`config.mk`:
```
export PLATFORM = sky130hd
export DESIGN_NAME = multiplier_radix
export DESIGN_NICKNAME = d
export VERILOG_FILES = /design/src/rtl/multiplier_radix.sv
export SDC_FILE = /design/constraint.sdc
export NUM_CORES = 1
export LEC_CHECK = 0
export CELL_PAD_IN_SITES_DETAIL_PLACEMENT = 1
export CELL_PAD_IN_SITES_GLOBAL_PLACEMENT = 2
export CORE_ASPECT_RATIO = 0.5
export CORE_UTILIZATION = 36
export DETAILED_ROUTE_END_ITERATION = 10
export PLACE_DENSITY = 0.94
export SETUP_SLACK_MARGIN = 0.05
export SYNTH_ARGS = -nofsm -noshare
export SYNTH_HDL_FRONTEND = slang
export SYNTH_SLANG_ARGS = --single-unit
```
`constraint.sdc`:
```
create_clock -name clk_i -period 10.75 [get_ports clk_i]
set_input_delay 2.15 -clock clk_i [delete_from_list [all_inputs] [get_ports clk_i]]
set_output_delay 2.15 -clock clk_i [all_outputs]
set_load 0.03 [all_outputs]
```
`src/rtl/multiplier_radix.sv`:
```
// Iterative shift-add multiplier retiring BITS_PER_CYCLE multiplier bits per clock.
// Optional feature: define MULT_EARLY_TERM_EN to finish as soon as the remaining multiplier bits are zero.
module multiplier_radix #(
  parameter int WIDTH          = 32,
  parameter int BITS_PER_CYCLE = 2
) (
  input  logic                 clk_i,
  input  logic                 rst_i,
  input  logic                 start_i,
  input  logic                 flush_i,
  input  logic                 signed1,
  input  logic                 signed2,
  input  logic [WIDTH-1:0]     multiplicand_i,
  input  logic [WIDTH-1:0]     multiplier_i,
  output logic                 ready_o,
  output logic                 done_o,
  output logic [2*WIDTH-1:0]   product_o
);

  localparam int N     = WIDTH / BITS_PER_CYCLE;
  localparam int CNT_W = $clog2(N + 1);
  localparam int PW    = WIDTH + BITS_PER_CYCLE;

  generate
    if (WIDTH % BITS_PER_CYCLE != 0) begin : g_bad_radix
      $error("multiplier_radix: BITS_PER_CYCLE must divide WIDTH");
    end
  endgenerate

  typedef enum logic [1:0] {IDLE, RUN, FIXUP, DONE} state_t;

  state_t               state, state_next;
  logic [WIDTH-1:0]     m_q, acc_q, q_q;
  logic [CNT_W-1:0]     cnt_q;
  logic                 neg_q;
  logic                 accept, step;
  logic [WIDTH-1:0]     a_mag, b_mag;
  logic [PW-1:0]        partial;
  logic [PW-1:0]        q_shift;
  logic [2*WIDTH-1:0]   raw;

  // Handshake: a start is taken on a rising edge where start_i & ready_o & ~flush_i;
  // done_o pulses for exactly one cycle when product_o has just been written.
  assign ready_o = (state == IDLE) || (state == DONE);
  assign done_o  = (state == DONE);
  assign accept  = start_i & ready_o & ~flush_i;

  assign a_mag   = (signed1 && multiplicand_i[WIDTH-1]) ? -multiplicand_i : multiplicand_i;
  assign b_mag   = (signed2 && multiplier_i[WIDTH-1])   ? -multiplier_i   : multiplier_i;

  assign partial = PW'(acc_q) + PW'(m_q) * PW'(q_q[BITS_PER_CYCLE-1:0]);
  assign q_shift = {partial[BITS_PER_CYCLE-1:0], q_q};

`ifdef MULT_EARLY_TERM_EN
  localparam int SH_W = $clog2(WIDTH + 1);
  logic [WIDTH-1:0] rem_q;
  logic             rem_zero;
  logic [SH_W-1:0]  shamt;

  // Stopping early leaves {acc,q} left-aligned; realign by the bits never shifted in.
  assign rem_zero = (rem_q == '0);
  assign shamt    = SH_W'(WIDTH) - SH_W'(cnt_q) * SH_W'(BITS_PER_CYCLE);
  assign raw      = {acc_q, q_q} >> shamt;
  assign step     = (state == RUN) && !flush_i && !rem_zero;
`else
  logic last_iter;

  assign last_iter = (cnt_q == CNT_W'(N - 1));
  assign raw       = {acc_q, q_q};
  assign step      = (state == RUN) && !flush_i;
`endif

  always_comb begin
    state_next = state;
    case (state)
      IDLE:  if (accept) state_next = RUN;
`ifdef MULT_EARLY_TERM_EN
      RUN:   if (rem_zero) state_next = FIXUP;
`else
      RUN:   if (last_iter) state_next = FIXUP;
`endif
      FIXUP: state_next = DONE;
      DONE:  state_next = accept ? RUN : IDLE;
      default: state_next = IDLE;
    endcase
    if (flush_i) state_next = IDLE;
  end

  always_ff @(posedge clk_i) begin
    if (rst_i) state <= IDLE;
    else       state <= state_next;
  end

  always_ff @(posedge clk_i) begin
    if (rst_i) begin
      product_o <= '0;
      m_q       <= '0;
      acc_q     <= '0;
      q_q       <= '0;
      cnt_q     <= '0;
      neg_q     <= 1'b0;
`ifdef MULT_EARLY_TERM_EN
      rem_q     <= '0;
`endif
    end else if (accept) begin
      m_q   <= a_mag;
      q_q   <= b_mag;
      acc_q <= '0;
      cnt_q <= '0;
      neg_q <= (signed1 & multiplicand_i[WIDTH-1]) ^ (signed2 & multiplier_i[WIDTH-1]);
`ifdef MULT_EARLY_TERM_EN
      rem_q <= b_mag;
`endif
    end else if (step) begin
      acc_q <= partial[PW-1:BITS_PER_CYCLE];
      q_q   <= q_shift[PW-1:BITS_PER_CYCLE];
      cnt_q <= cnt_q + CNT_W'(1);
`ifdef MULT_EARLY_TERM_EN
      rem_q <= rem_q >> BITS_PER_CYCLE;
`endif
    end else if (state == FIXUP && !flush_i) begin
      product_o <= neg_q ? -raw : raw;
    end
  end

endmodule

```
==> flow_metrics.py <==
metrics = {
    "global_routing": {
        "groute.usage.overall": 0.231,
        "grt_pass1_wl_um": 60800,
        "antenna_found_initial": 1,
        "grt_max_degree": 99,
        "grt_pass1_vias": 11600,
        "overflow": 0,
    },
    "die": {
        "dieArea_um2": 33100,
        "die_h_um": 129,
        "ios": 136,
        "die_w_um": 256,
        "core_area_um2": 31800,
        "initial_core_util": 0.367,
        "rows": 46,
    },
    "placement": {
        "place_area_um2": 13300,
        "pre_cts_slack_ns": 5.34,
        "port_buffers": 135,
        "dp.final_hpwl_um": 29700,
        "place.gp.congestion": 0.920,
    },
    "cts": {
        "insertion_delay_ns": 0.47,
        "cts_setup_buffers": 0,
        "post_cts_resized": 0,
        "clock-sinks": 168,
        "numCtsBuffers": 17,
        "cts_tree": "yes",
        "cts.path.max_buffers": 2,
        "cts.clk_slew.worst_paths_ns": 0.07,
        "h-tree-depth": 4,
        "hold_buffers": 0,
        "root_buffer": "clkbuf_16",
    },
    "routing": {
        "vias_per_cell": 5.54,
        "vias": 11400,
        "drc": 1,
        "drtPass1Iterations": 8,
        "wirelength_um": 38200,
        "avgRoutedWirePerCell_um": 18.6,
        "drt_iter0_markers": 590,
        "ant_nets": 0,
    },
    "logic_synthesis": {
        "async_reset_ff_frac": 0,
        "syn_avg_cell_area_um2": 7.60,
        "synth_area_um2": 11700,
        "synthMuxAreaShare": 0.00859,
        "synth_top_area_frac": 0.289,
        "synth_fa_ha_area_frac": 0.100,
        "ys_warn_count": 0,
        "synth-xor-area-share": 0.103,
        "synth_most_common_cell": "nand2_1",
        "synthSimpleGateAreaFrac": 0.221,
        "syn_nets": 1677,
        "syn_inst": 1533,
        "yosysTopAreaCell": "dfxtp_1",
        "synth_top_family_by_area": "simple AND/OR/NAND/NOR gates",
        "synth-compound-area-share": 0.217,
        "ys_ff_latch": 168,
        "ys_seq_area_frac": 0.289,
        "synth_top_flop_cell": "dfxtp_1",
        "synth_area_leaders": "dfxtp_1 29%, nand2_1 7.9%, fa_1 5.5%",
        "synth_commonest_cells": "244 x nand2_1, 168 x dfxtp_1, 154 x nor2_1, 103 x inv_1, 100 x a21oi_1",
        "ys_types": 64,
        "synth_edf_count": 0,
    },
    "setup_path": {
        "worstPathMaxFanout": 7,
        "critPathRequiredTime_ns": 11.08,
        "start_kind": "input pin",
        "crit_arrival_ns": 5.36,
        "crit_type": "input pin to register",
        "endpoint_kind": "register",
    },
    "finish": {
        "drive_above_1_share": 0.0420,
        "nNetsFinal": 1751,
        "n_antenna_cell": 0,
        "fin_area_um2": 13900,
        "area_growth_pct": 19.0,
        "post-route-util": 0.437,
    },
    "power_and_ir_drop": {
        "total_power_w": 0.00154,
        "pwr_density_cell_nw_per_um2": 111,
        "leakagePower_nw": 5.14,
        "ir_drop_v": 0.000111,
    },
    "sta": {
        "finalMaxSlewViolations": 0,
        "fin_skew_ns": 0.0134,
        "finalCriticalPeriod_ns": 5.02,
        "max_freq_ghz": 0.199,
        "tns_ns": 0,
        "tightest_slew_ns": 1.17,
        "setup_viol": 0,
        "finalHoldViolCount": 0,
        "slew-limit-headroom": 0.212,
        "rsz0062_at_grt": "no",
        "layout_setup_ws_ns": 5.73,
        "period_share": 0.467,
    },
    "worst_hold_path": {
        "hold_class": "register to register",
    },
    "run_status": {
        "violations": "design-rule violations",
        "status": "finished with violations",
    },
    "job": {
        "max_cap_viol_count": 0,
    },
}
registers in the layout, summed over array words and instances (netlist names):
name / cells
q_q: 32
m_q: 32
cnt_q: 5
acc_q: 32
neg_q: 1
product_o: 64
state: 2
kinds of logic (layout without fill, tap and decap cells):
logic type,Yosys count,count (layout)
AO/OA/AOI/OAI,385,385
XOR/XNOR,137,137
adder cells (fa/ha/maj),74,74
buffers and inverters,193,280
flip-flops,168,168
multiplexers,10,10
AND/OR/NAND/NOR,566,566
layout make-up:
cell class / count / area (µm²)
clock buffers: 19 / 453
clock inverters: 13 / 121
well taps: 432 / 541
multi-input cells: 1172 / 7580
inverters: 103 / 387
fillers: 3900 / 17900
flip-flops and latches: 168 / 3360
repair buffers: 145 / 1420
path summary, 6_finish.rpt:
path	start	to	slack, ns	cells after the start
max	multiplier_i[6]	q_q[24]	5.73	9
min	product_o[35]	product_o[35]	0.46	2
max reg2reg	q_q[1]	acc_q[23]	6.23	15
min reg2reg	product_o[35]	product_o[35]	0.46	2
power by group:
group / internal [W] / total [W] / switching (W)
clock network: 0.000332 / 0.000615 / 0.000283
logic: 0.000101 / 0.000251 / 0.000150
registers: 0.000642 / 0.000671 / 0.0000290
total: 0.00107 / 0.00154 / 0.000462
critical path, stage by stage:
cell             delay [ns]
clkdlybuf4s50_1        0.46
or4_1                  0.64
nor4_1                 1.01
nand2_1                0.22
nor4_1                 0.23
o21ai_0                0.14
xor2_1                 0.18
a222oi_1               0.25
nor2_1                 0.07
stage by stage:
stage	hold WS [ns]	cells
floorplan	0.440	1533
CTS	0.465	2052
detailed placement	0.452	2020
finish	0.459	2052
global route	0.481	2052
global placement	0.441	2020
cell usage in the layout, fill, tap and decap left out, types with 67 or more instances in the layout:
cell type and instances:
a211oi_1 67, a21oi_1 100, clkdlybuf4s50_1 134, dfxtp_1 167
inv_1 103, nand2_1 243, nor2_1 154, o21ai_0 86
xnor2_1 68, xor2_1 69
per-layer routing:
| metal | global-route usage | vias to the layer above | wire length (µm) |
|---|---|---|---|
| met1 | 0.267 | 5603 | 16400 |
| met3 | 0.0364 | 61 | 1210 |
| met5 | 0 | - | 13 |
| met2 | 0.437 | 221 | 19800 |
| li1 | - | 5484 | - |
| met4 | 0.0781 | 2 | 754 |
(Power assumes the default switching activity.)
